**src/rtl/mem_arbiter.sv**
```systemverilog
// Two-port (instruction fetch / data) arbiter in front of a single shared memory port.
// Ties go to DM by default; define ARB_RR_EN to alternate ties between the two ports.
module mem_arbiter #(
  parameter int AW  = 32,
  parameter int DW  = 32,
  parameter int TMO = 255
) (
  input  logic          clk,
  input  logic          reset,
  input  logic          if_req,
  input  logic          if_we,
  input  logic [AW-1:0] if_addr,
  input  logic [DW-1:0] if_wdata,
  output logic          if_gnt,
  output logic          if_rvalid,
  input  logic          dm_req,
  input  logic          dm_we,
  input  logic [AW-1:0] dm_addr,
  input  logic [DW-1:0] dm_wdata,
  output logic          dm_gnt,
  output logic          dm_rvalid,
  output logic [DW-1:0] rdata,
  output logic          mem_req,
  output logic          mem_we,
  output logic [AW-1:0] mem_addr,
  output logic [DW-1:0] mem_wdata,
  input  logic [DW-1:0] mem_rdata,
  input  logic          mem_ready,
  output logic          busy,
  output logic          err
);

  typedef enum logic [1:0] {IDLE, ACCESS, RESP} state_t;

  state_t        state, state_nxt;
  logic          owner_dm;
  logic          lat_we;
  logic [AW-1:0] lat_addr;
  logic [DW-1:0] lat_wdata;
  logic [7:0]    tmo_cnt;
  logic          grant;
  logic          pick_dm;
  logic          timeout;

  // Gated by reset so no grant pulse can escape while the block is held in reset.
  assign grant   = reset && (state == IDLE) && (if_req || dm_req);
  assign timeout = (state == ACCESS) && !mem_ready && (tmo_cnt == 8'(TMO - 1));

`ifdef ARB_RR_EN
  logic last_dm;

  // The port that did not win last time takes a tie.
  assign pick_dm = dm_req && (!if_req || !last_dm);

  always_ff @(posedge clk or negedge reset) begin
    if (!reset)     last_dm <= 1'b0;
    else if (grant) last_dm <= pick_dm;
  end
`else
  assign pick_dm = dm_req;
`endif

  // NOTE: every signal driven here gets a default first, so no path can infer a latch.
  always_comb begin
    state_nxt = state;
    case (state)
      IDLE:    if (if_req || dm_req) state_nxt = ACCESS;
      ACCESS: begin
        if (mem_ready)    state_nxt = RESP;
        else if (timeout) state_nxt = IDLE;
      end
      RESP:    state_nxt = IDLE;
      default: state_nxt = IDLE;
    endcase
  end

  // NOTE: state uses non-blocking assignments so every register sees pre-edge values.
  always_ff @(posedge clk or negedge reset) begin
    if (!reset) state <= IDLE;
    else        state <= state_nxt;
  end

  // NOTE: the datapath latches are reset too, so a dropped transaction leaves no residue.
  always_ff @(posedge clk or negedge reset) begin
    if (!reset) begin
      owner_dm  <= 1'b0;
      lat_we    <= 1'b0;
      lat_addr  <= '0;
      lat_wdata <= '0;
    end else if (grant) begin
      owner_dm  <= pick_dm;
      lat_we    <= pick_dm ? dm_we    : if_we;
      lat_addr  <= pick_dm ? dm_addr  : if_addr;
      lat_wdata <= pick_dm ? dm_wdata : if_wdata;
    end
  end

  always_ff @(posedge clk or negedge reset) begin
    if (!reset)                            rdata <= '0;
    else if (state == ACCESS && mem_ready) rdata <= mem_rdata;
  end

  // Counts stalled ACCESS cycles; cleared whenever the access is not stalling.
  always_ff @(posedge clk or negedge reset) begin
    if (!reset)                             tmo_cnt <= '0;
    else if (state == ACCESS && !mem_ready) tmo_cnt <= timeout ? 8'd0 : tmo_cnt + 8'd1;
    else                                    tmo_cnt <= '0;
  end

  assign if_gnt    = grant && !pick_dm;
  assign dm_gnt    = grant && pick_dm;
  assign mem_req   = (state == ACCESS);
  assign mem_we    = (state == ACCESS) && lat_we;
  assign mem_addr  = lat_addr;
  assign mem_wdata = lat_wdata;
  assign if_rvalid = (state == RESP) && !owner_dm;
  assign dm_rvalid = (state == RESP) && owner_dm;
  assign busy      = (state != IDLE);
  assign err       = timeout;

endmodule

```
**config.mk**
```make
export PLATFORM = sky130hd
export DESIGN_NAME = mem_arbiter
export DESIGN_NICKNAME = d
export VERILOG_FILES = /design/src/rtl/mem_arbiter.sv
export SDC_FILE = /design/constraint.sdc
export NUM_CORES = 1
export LEC_CHECK = 0
export ABC_AREA = 0
export ABC_CLOCK_PERIOD_IN_PS = 1600
export BUFFER_PORTS_ARGS = -buffer_cell sky130_fd_sc_hd__buf_4
export CAP_MARGIN = 20
export CORE_AREA = 2 2 109 111
export CTS_CLUSTER_DIAMETER = 150
export CTS_CLUSTER_SIZE = 8
export DETAILED_ROUTE_END_ITERATION = 10
export DIE_AREA = 0 0 111 113
export HOLD_SLACK_MARGIN = 0.06
export PLACE_DENSITY = 0.79
export SLEW_MARGIN = 20
export SYNTH_ARGS = -nofsm -noshare
export SYNTH_HDL_FRONTEND = slang
export SYNTH_SLANG_ARGS = --single-unit
```
**constraint.sdc**
```tcl
create_clock -name clk -period 1.6 [get_ports clk]
set_input_delay 0.24 -clock clk [delete_from_list [all_inputs] [get_ports clk]]
set_output_delay 0.24 -clock clk [all_outputs]
set_load 0.01 [all_outputs]
```
# Word-level counts from Yosys, hierarchy flattened
# Cells that the tools add are included.
# word_totals
reg_bits	108
out_inout_bits	104
wordCells	39
# op_classes
add_sub_neg	1
eq_ne	5
n_mux	9
reduce_logical	17
# ops
operator	count
two-way mux 32 bit	2
two-way mux 8 bit	2
logical AND 1 bit	10
adder 8 x 1 -> 8 bit, second input constant	1
equality test 8 bit, second input constant	1
two-way mux 2 bit	3
case mux 2 bit (2 select lines)	1
zero test 1 bit	3
inequality test 3 x 1 -> 1 bit, second input constant	1
equality test 2 x 1 -> 1 bit, second input constant	1
equality test 2 bit, second input constant	1
zero test 2 bit	1
inequality test 2 x 1 -> 1 bit, second input constant	1
AND reduction 2 bit	1
nonzero test 2 bit	1
logical OR 1 bit	1
two-way mux 1 bit	1

# Logic depth before layout (Yosys ltp)
# Gate-level depths: netlist (run 1).
# logic_depth
ltp_word	6
depth_mapped	5

# Worst setup path before layout (run 1)
# Ideal clock, no wire load.
# synth_path
path_kind	register -> output
from	register state[1]
to	output port err
t_arrival_ns	1.214
t_required_ns	1.360
setup_slack_ns	0.146
stages_incl_launch_ff	4
cell_sequence	dfrtp_1 > or3b_1 > clkbuf_1 > nor3_1
# synth_between
elab_chain_cells	3
# synth_lines
element	line_no	rtl
from (decl)	35	state_t state, state_nxt;
from (signal assigned)	80	else state <= state_nxt;
equality test 2 x 1 -> 1 bit	47	assign timeout = (state == ACCESS) && !mem_ready && (tmo_cnt == 8'(TMO - 1));
logical AND 1 bit (2 in a row)	47	
to (decl)	30	output logic err
# No other way between the ends.

# Worst setup path after layout (run 1)
# Ends and elaborated chain as after synthesis.

==> results of run 1 <==
-- kinds of logic after synthesis --
logic type	synth area share, %
AND/OR/NAND/NOR	3.29
flip-flops	54.2
XOR/XNOR	0.351
multiplexers	36.6
adder cells (fa/ha/maj)	0.501
buffers and inverters	2.98
AO/OA/AOI/OAI	2.16
-- where the power goes --
part	total [W]	internal, W	switching, W	leakage, nW
sequential	0.00477	0.00404	0.000731	1.29
clock	0.00234	0.00141	0.000933	0.159
combinational	0.00581	0.00351	0.00230	2.27
total	0.0129	0.00896	0.00396	3.71
-- timing repair --
item                                    CTS  global route
endpoints found under the setup margin    2            35
gates resized for setup                   6            15
hold buffers                              1             0
buffers inserted                          5             1
pin swaps                                 4             2
endpoints found under the hold margin    28             0
gates cloned                              2             2
-- flip-flops by register name (all words and copies together), names as in the netlist --
name and count:
mem_wdata 32, tmo_cnt 8, lat_we 1, state 2, owner_dm 1, rdata 32, mem_addr 32
-- path summary, 6_finish.rpt --
check / slack, ns / to / from / depth (start not counted)
min in group asynchronous: 0.64 / mem_addr[5] / reset / 3
worst min register to register: 0.51 / mem_wdata[16] / mem_wdata[16] / 1
worst max register to register: 0.02 / rdata[8] / state[1] / 5
worst max-delay path: -0.06 / err / state[1] / 3
max in group asynchronous: 0.56 / state[0] / reset / 3
worst min-delay path: 0.13 / rdata[23] / mem_rdata[23] / 2
-- cells in the final DEF, fill, tap and decap left out, types with 4 or more instances in the layout --
master     instances
inv_1              4
a21oi_1            5
dfrtp_1          107
buf_6              7
clkbuf_16         11
buf_12             5
nor2_1             4
buf_4            273
mux2_2           162
-- metrics by stage --
step,setup TNS [ns],cells,total power [W],hold slack (ns)
2_1_floorplan,0,337,0.00727,-0.0556
3_3_place_gp,0,740,0.0101,0.407
3_5_place_dp,0,740,0.0103,0.421
4_1_cts,-0.208,764,0.0129,0.119
5_1_grt,-0.353,767,0.0136,0.120
6_report,-0.125,767,0.0129,0.132
-- worst max-delay path, stage by stage, from the launching register on --
cell and delay, ns:
dfrtp_1 0.43, or3b_4 0.40, nor3_2 0.11, buf_4 0.14
-- cell type report --
| type | count | area, µm² |
|---|---|---|
| clock buffer | 11 | 243 |
| clock inverter | 5 | 75.1 |
| fill | 807 | 3520 |
| inverter | 4 | 15.0 |
| multi-input combinational | 206 | 2190 |
| sequential | 108 | 2700 |
| tap | 143 | 179 |
| timing repair buffer | 290 | 2340 |
-- metal layers --
metal  up-vias  share of wire [%]
met5         -                  0
met4         0                2.4
met3        24                9.1
met2       186                 53
met1      1861                 35
li1       1777                  -
==> run metrics, run 1 <==
status complete, but fails checks; violated checks negative setup slack; post-synthesis sequential area ratio 54.2%; worst skew pair latency 0.34 ns; site row count 39; Arr. time, crit path 1.42 ns; Rel. slew slack 64.1%; Die W 111 µm; initial antenna violation count 0; Setup Viol. Count Final 3; Clock Skews 0.00558 ns; Pleak 3.71 nW; layout cells sized above 1 77.1%; Global Route Usage Sum 21.3%; Inserted Clock Buffers 9; startpoint types flop; biggest area consumer among synthesized cells dfrtp_1; Cell Area, Placed 0.00720 mm²; Initial DRC Count 89; RSZ-0062 raised after global routing yes; met3 Use GR 7.23%; cell with the most instances after synthesis mux2_2; GR Util met1 roughly 22%; Critical Path End Type output pin; Port Buffer Count 270; core footprint 0.0113 mm²; Final Util 68.8%; PD cells roughly 1700 mW/mm²; fin nets about 800; Finished Cell Area 0.00775 mm²; commonest cells in the netlist 162 x mux2_2, 108 x dfrtp_1, 8 x buf_2; wire per inst about 18 µm; DIE AREA ~0.013 mm²; critical path class reg -> out; Worst-Margin Slew around 0.54 ns; Pins Over Slew Limit 0; Die H 113 µm; CTS sink count 108; antenna-violating nets left 0; post-synth top area share 54.2%; Synth Area per Inst 14.8 µm²; Hold Crit Class in -> reg; VDD IR-drop max 1170 µV; yosys warns 0; top cells by area, synth dfrtp_1 54%, mux2_2 37%, buf_4 0.90%; synth unique cells 35; Remaining Overflow, GRT 0; vias in the first global route 4177; vias per cell 5.02; Routed WL 13.7 mm; crit-path max FO 3; TritonCTS clock tree built; synth-to-layout area growth 55.4%; clock slew at reported path FFs approximately 0.07 ns; final hold violations 0; IO Pins ~270; Post-route DRC 0; final period utilization 103%; met2 GRT Util 39.1%; Async S/R FF share, synth 100%; Initial Util 44.3%; first-pass GRT wire length 21.0 mm; # Max-Cap Violations 0; grt peak-use layer met2; most common flop cell mapped by yosys dfrtp_1; Gate Count Post-Synth 337; H-tree levels 3; total number of vias about 3800; HPWL after DPL 10.1 mm; number of synthesized flops with an enable pin 0; pre-CTS setup slack approximately 0.11 ns; area of the mapped netlist around 0.005 mm²; First-pass DRT Iterations 4; fmax 0.604 GHz; fin crit period 1.66 ns; Final WS setup -0.0556 ns; Max Root-Sink Buffers 2; Critical Path RT 1.36 ns; Net Count, Synth a little over 500; Routability Congestion 0.840; Antenna diodes 0; largest net degree at the start of global routing 109; CTS Root Cell clkbuf_16; flops & latches, synth 108
No activity file was read; power rests on OpenSTA's default activity.
==> inputs of run 2 (changes only) <==
--- a/config.mk
+++ b/config.mk
@@ -6,16 +6,16 @@
 export NUM_CORES = 1
 export LEC_CHECK = 0
 export ABC_AREA = 0
-export ABC_CLOCK_PERIOD_IN_PS = 1600
+export ABC_CLOCK_PERIOD_IN_PS = 1400
 export BUFFER_PORTS_ARGS = -buffer_cell sky130_fd_sc_hd__buf_4
 export CAP_MARGIN = 20
-export CORE_AREA = 2 2 109 111
+export CORE_AREA = 2 2 114 116
 export CTS_CLUSTER_DIAMETER = 150
 export CTS_CLUSTER_SIZE = 8
 export DETAILED_ROUTE_END_ITERATION = 10
-export DIE_AREA = 0 0 111 113
+export DIE_AREA = 0 0 116 118
 export HOLD_SLACK_MARGIN = 0.06
-export PLACE_DENSITY = 0.79
+export PLACE_DENSITY = 0.76
 export SLEW_MARGIN = 20
 export SYNTH_ARGS = -nofsm -noshare
 export SYNTH_HDL_FRONTEND = slang
==> constraint.sdc (replaced) <==
create_clock -name clk -period 1.4 [get_ports clk]
set_input_delay 0.21 -clock clk [delete_from_list [all_inputs] [get_ports clk]]
set_output_delay 0.21 -clock clk [all_outputs]
set_load 0.01 [all_outputs]
==> run 2 against run 1 <==
Against the previous run: the flow still finishes with violations (negative setup slack); clock power up 4%; clock-buffer cell count up 3; die area up 9.1%; utilization down 2.9 points; critical endpoint unchanged; via count up 2.9%; non-clock buffer count up 18; flip-flop and latch count unchanged; sequential power up 16%; critical path type unchanged; cell count up 6.1%; critical path depth unchanged; combinational power up 32%.
==> run metrics, run 2 (synthesized netlist as in run 1, its figures left out) <==
design internal power 0.0108 W (was 0.00896 W); Initial DRC Count 150 (was 89); Initial Util 40.2% (was 44.3%); PD cells 1910 mW/mm² (was 1670 mW/mm²); CTS Root Cell clkbuf_16 (unchanged); VDD IR-drop max 1030 µV (was 1170 µV); crit-path max FO 4 (was 3); Port Buffer Count 270 (unchanged); critical path class reg -> out (unchanged); combinational power share 49.0% (was 44.9%); first-pass GRT wire length 22.7 mm (was 21.0 mm); Clock Skews 0.0104 ns (was 0.00558 ns); Cell Area, Placed 0.00729 mm² (was 0.00720 mm²); wire per inst 18.7 µm (was 17.8 µm); layout cells sized above 1 77.6% (was 77.1%); Finished Cell Area 0.00818 mm² (was 0.00775 mm²); CP delay by family, top simple AND/OR/NAND/NOR gates (unchanged); net load switching power 0.00486 W (was 0.00396 W); fin crit period 1.64 ns; commonest non-fill, non-tap cell in the layout buf_4 (unchanged); site row count 41 (was 39); synth-to-layout area growth 63.9% (was 55.4%); worst path buffer plus inverter count 1 (unchanged); Pleak 4.01 nW (was 3.71 nW); Remaining Overflow, GRT 0 (unchanged); fin nets 806 (was 788); CP Cell Sequence or3b_4 > nor3_2 > buf_4 (unchanged); Global Route Usage Sum 22.0% (was 21.3%); Setup Viol. Count Final 101 (was 3); violated checks negative setup slack (unchanged); Arr. time, crit path 1.43 ns (was 1.42 ns); Routed WL 15.2 mm (was 13.7 mm); antenna-violating nets left 0 (unchanged); final period utilization 117%; share of total power in the clock network 15.6% (was 18.1%); Max Root-Sink Buffers 2 (unchanged); slowest cell delay on critical path 0.42 ns (was 0.43 ns); Die H 118 µm (was 113 µm); hold_buf cts 0 (was 1); commonest non-fill, non-tap cells in the layout 277 x buf_4, 128 x mux2_2, 105 x dfrtp_1, 34 x mux2_4 (was 273 x buf_4, 162 x mux2_2, 107 x dfrtp_1, 11 x clkbuf_16, 7 x buf_6); Die W 116 µm (was 111 µm); Critical Path RT 1.19 ns (was 1.36 ns); Fillers 902 (was 807); RSZ-0062 raised after global routing yes (unchanged); vias in the first global route 4268 (was 4177); Hold Crit Class in -> async (was in -> reg); worst skew pair latency 0.34 ns (about the same); vias per cell 4.86 (was 5.02); First-pass DRT Iterations 4 (unchanged); fmax 0.610 GHz; CTS sink count 108 (unchanged); startpoint types flop (unchanged); clock slew at reported path FFs 0.07 ns (about the same); sequential power share 35.4% (was 36.9%); status complete, but fails checks (unchanged); Slowest-stage cell, CP dfrtp_1 (unchanged); largest net degree at the start of global routing 109 (unchanged); final hold violations 0 (unchanged); Antenna diodes 0 (unchanged); Inserted Clock Buffers 9 (unchanged); Worst-Margin Slew 0.609 ns (was 0.539 ns); DIE AREA 0.0137 mm² (was 0.0125 mm²); initial antenna violation count 0 (unchanged); IO Pins 271 (unchanged); core footprint 0.0124 mm² (was 0.0113 mm²); # Max-Cap Violations 0 (unchanged); hold slack 0.0387 ns (was 0.132 ns); Rel. slew slack 59.4% (was 64.1%); Pins Over Slew Limit 0 (unchanged); Switching Share 31.1% (was 30.7%); Post-route DRC 0 (unchanged); total number of vias 3959 (was 3848); H-tree levels 3 (unchanged); TritonCTS clock tree built (unchanged); Routability Congestion 0.853 (was 0.840); Final WS setup -0.240 ns (was -0.0556 ns); Critical Path End Type output pin (unchanged); HPWL after DPL 10.6 mm (was 10.1 mm)
[run 2: timing repair]
item,4_1_cts,5_1_grt
resized for setup,58,25
cloned,11,1
pin swaps,5,6
endpoints found under the setup margin,86,110
hold endpoints to repair,0,0
setup buffers,16,0
[run 2: power groups by stage]
stage,sequential (W),clock (W),combinational [W]
floorplan,0.00606,0,0.00225
global placement,0.00544,0,0.00620
detailed placement,0.00553,0,0.00639
CTS,0.00551,0.00250,0.00781
global route,0.00572,0.00263,0.00810
finish,0.00554,0.00243,0.00767
[run 2: tightest hold or removal path, delay by kind of cell]
kind / cells / cell delay [ns]
buf+inv: 3 / 0.62
[run 2: worst paths after layout]
check | start | endpoint | slack, ns | depth (start not counted)
max in group asynchronous | reset | mem_wdata[30] | 0.86 | 3
max reg2reg | state[0] | mem_wdata[3] | -0.16 | 6
min | reset | tmo_cnt[7] | 0.04 | 3
min reg2reg | tmo_cnt[0] | tmo_cnt[0] | 0.47 | 1
min in group clk | mem_rdata[7] | rdata[7] | 0.10 | 2
max | state[0] | err | -0.24 | 3
[run 2: cell type report]
type	count	area, µm²	area share [%]
multi-input combinational	206	2320	28.4
inverter	4	15.0	0.184
sequential	108	2710	33.1
clock buffer	14	244	2.98
clock inverter	2	35.0	0.428
timing repair buffer	308	2640	32.3
tap	172	215	2.63
[run 2: stage by stage]
step / power, W / utilization (%) / worst slack [ns] / instances / setup TNS [ns]
finish: 0.0156 / 65.9 / -0.240 / 814 / -8.07
global route: 0.0165 / 65.9 / -0.286 / 814 / -12.81
CTS: 0.0158 / 66.4 / -0.266 / 820 / -12.24
detailed placement: 0.0119 / 58.7 / -0.0401 / 777 / -1.30
global placement: 0.0116 / 58.7 / 0.00669 / 777 / 0
floorplan: 0.00831 / - / 0.00477 / 337 / 0
[run 2: metal layers]
metal	up-vias	global-route usage [%]	part of all wire, %
li1	1810	-	-
met1	1944	23.5	36
met2	184	40.9	54
met3	21	6.23	8.4
met4	0	7.22	1.9
met5	-	0	0
==> inputs of run 3 (changes only) <==
--- a/config.mk
+++ b/config.mk
@@ -9,13 +9,13 @@
 export ABC_CLOCK_PERIOD_IN_PS = 1400
 export BUFFER_PORTS_ARGS = -buffer_cell sky130_fd_sc_hd__buf_4
 export CAP_MARGIN = 20
-export CORE_AREA = 2 2 114 116
+export CORE_AREA = 3 3 115 117
 export CTS_CLUSTER_DIAMETER = 150
 export CTS_CLUSTER_SIZE = 8
 export DETAILED_ROUTE_END_ITERATION = 10
-export DIE_AREA = 0 0 116 118
+export DIE_AREA = 0 0 118 120
 export HOLD_SLACK_MARGIN = 0.06
-export PLACE_DENSITY = 0.76
+export PLACE_DENSITY = 0.82
 export SLEW_MARGIN = 20
 export SYNTH_ARGS = -nofsm -noshare
 export SYNTH_HDL_FRONTEND = slang
==> run 3 against run 2 <==
Against the previous run: the run still ends with negative setup slack left; cell count is 0.49% higher; clock power is 3% lower; non-clock buffer count is 4 higher; cell area is 0.61% higher; critical path depth is 3 higher; fmax is 0.46% lower; clock skew is 0.0074 ns lower; register-to-register slack worse by 0.09 ns; via count is 0.25% lower.
==> run metrics, run 3 (synthesized netlist as in run 1, its figures left out) <==
status complete, but fails checks (unchanged); violated checks negative setup slack (unchanged); first-pass GRT wire length 23.4 mm (was 22.7 mm); largest net degree at the start of global routing 109 (unchanged); Initial DRC Count 113 (was 150); synth-to-layout area growth 64.9% (was 63.9%); Critical Path RT 1.62 ns (was 1.19 ns); Critical Path End Type flop (was output pin); Inserted Clock Buffers 9 (unchanged); r2r setup slk -0.25 ns (was -0.16 ns); core footprint 0.0125 mm² (was 0.0124 mm²); IO Pins 271 (unchanged); CTS sink count 108 (unchanged); final period utilization 118% (was 117%); Antenna diodes 0 (unchanged); Max Root-Sink Buffers 2 (unchanged); Critical Path Sink mem_addr[30] (was err); layout cells sized above 1 79.1% (was 77.6%); Initial Util 40.0% (was 40.2%); Final WS setup -0.247 ns (was -0.240 ns); VDD IR-drop max 1190 µV (was 1030 µV); Hold Crit Class in -> reg (was in -> async); CP startpoint state[0] (unchanged); Cell Area, Placed 0.00727 mm² (was 0.00729 mm²); Pins Over Slew Limit 0 (unchanged); Clock Skews 0.00296 ns (was 0.0104 ns); fin crit period 1.65 ns (was 1.64 ns); final hold violations 0 (unchanged); commonest non-fill, non-tap cell in the layout buf_4 (unchanged); DIE AREA 0.0142 mm² (was 0.0137 mm²); register area 0.00271 mm² (about the same); initial antenna violation count 0 (unchanged); Die H 120 µm (was 118 µm); critical path class reg -> reg (was reg -> out); pre-CTS setup slack -0.0546 ns (was -0.0401 ns); CTS Root Cell clkbuf_16 (unchanged); vias in the first global route 4406 (was 4268); clock slew at reported path FFs 0.07 ns (about the same); net load switching power 0.00496 W (was 0.00486 W); design internal power 0.0107 W (was 0.0108 W); Global Route Usage Sum 21.1% (was 22.0%); total number of vias 3949 (was 3959); Arr. time, crit path 1.87 ns (was 1.43 ns); Post-route DRC 0 (unchanged); wire per inst 19.6 µm (was 18.7 µm); H-tree levels 3 (unchanged); commonest non-fill, non-tap cells in the layout 279 x buf_4, 128 x mux2_2, 104 x dfrtp_1, 34 x mux2_4, 14 x buf_6 (was 277 x buf_4, 128 x mux2_2, 105 x dfrtp_1, 34 x mux2_4); fmax 0.607 GHz (was 0.610 GHz); R2R Path Start state[0] (unchanged); startpoint types flop (unchanged); sequential power share 35.3% (was 35.4%); crit-path max FO 8 (was 4); Multi-input gate area 0.00234 mm² (was 0.00232 mm²); combinational power share 49.6% (was 49.0%); Remaining Overflow, GRT 0 (unchanged); Port Buffer Count 270 (unchanged); HPWL after DPL 10.7 mm (was 10.6 mm); PD cells 1910 mW/mm² (about the same); Rel. slew slack 59.6% (was 59.4%); antenna-violating nets left 0 (unchanged); share of total power in the clock network 15.1% (was 15.6%); Die W 118 µm (was 116 µm); hold slack 0.0985 ns (was 0.0387 ns); TritonCTS clock tree built (unchanged); site row count 41 (unchanged); Setup Viol. Count Final 106 (was 101); Worst-Margin Slew 0.605 ns (was 0.609 ns); Design Power 0.0157 W (was 0.0156 W); Reg2Reg Depth 6 (unchanged); Switching Share 31.6% (was 31.1%); Crit Reg-Reg Endpoint mem_addr[30] (was mem_wdata[3]); # Max-Cap Violations 0 (unchanged); fin nets 810 (was 806); Pleak 4.03 nW (was 4.01 nW); worst skew pair latency 0.34 ns (about the same); Routability Congestion 0.839 (was 0.853); Routed WL 16.0 mm (was 15.2 mm); Fillers 905 (was 902); RSZ-0062 raised after global routing yes (unchanged); vias per cell 4.83 (was 4.86); First-pass DRT Iterations 4 (unchanged); Finished Cell Area 0.00823 mm² (was 0.00818 mm²)
-- run 3: cell types whose count changed in the layout (fill, tap and decap cells not counted), moves of 2 or more --
cell / before / now
buf_8: 4 / 0
ha_2: 0 / 2
clkbuf_16: 10 / 13
buf_4: 277 / 279
clkinv_2: 1 / 4
clkbuf_1: 5 / 1
ha_1: 2 / 0
buf_6: 10 / 14
-- run 3: stage by stage --
stage,setup TNS [ns],cells,utilization (%)
final,-19.13,818,66.0
after global routing,-24.23,818,66.0
after CTS,-13.79,805,63.3
after detailed placement,-2.56,774,58.3
after global placement,-0.920,774,58.3
after floorplan,0,337,-
-- run 3: worst max-delay path, cell delays in order, from the launching register on --
cell,delay [ns]
dfrtp_2,0.44
nor2_4,0.21
o211ai_4,0.12
buf_4,0.16
buf_12,0.15
clkbuf_16,0.17
mux2_2,0.27
-- run 3: area by class of cell --
cell class / instances / area share, %
flip-flops and latches: 108 / 32.9
repair buffers: 312 / 32.6
multi-input cells: 206 / 28.4
clock buffers: 11 / 2.95
well taps: 172 / 2.62
clock inverters: 5 / 0.335
inverters: 4 / 0.183
-- run 3: what timing repair did --
item	4_1_cts	5_1_grt
resized for setup	27	59
gates cloned	6	5
hold endpoints to repair	82	0
hold buffers	1	0
pin swaps	6	8
setup buffers	9	11
endpoints found under the setup margin	92	112
-- run 3: worst min path at each step --
stage                     cells past startpoint           from  slack (ns)   endpoint
after global routing                          2  mem_rdata[30]        0.08  rdata[30]
final                                         2   mem_rdata[0]         0.1   rdata[0]
after CTS                                     2   mem_rdata[7]        0.08   rdata[7]
after detailed placement                      2          reset        0.41   state[1]
after global placement                        2          reset        0.41   owner_dm
after floorplan                               0          reset       -0.09     lat_we
-- run 3: layer usage --
layer | up-vias | track usage [%] | share of wire (%)
li1 | 1830 | - | -
met1 | 1931 | 21.0 | 35
met2 | 176 | 40.7 | 56
met3 | 12 | 7.07 | 8.0
met4 | 0 | 7.69 | 1.3
met5 | - | 0 | 0
-- run 3: power by group through the flow --
stage          logic, W  registers (W)  clock network [W]
2_1_floorplan   0.00225        0.00606                  0
3_3_place_gp    0.00619        0.00539                  0
3_5_place_dp    0.00636        0.00550                  0
4_1_cts         0.00711        0.00546            0.00240
5_1_grt         0.00826        0.00571            0.00255
6_report        0.00778        0.00554            0.00236
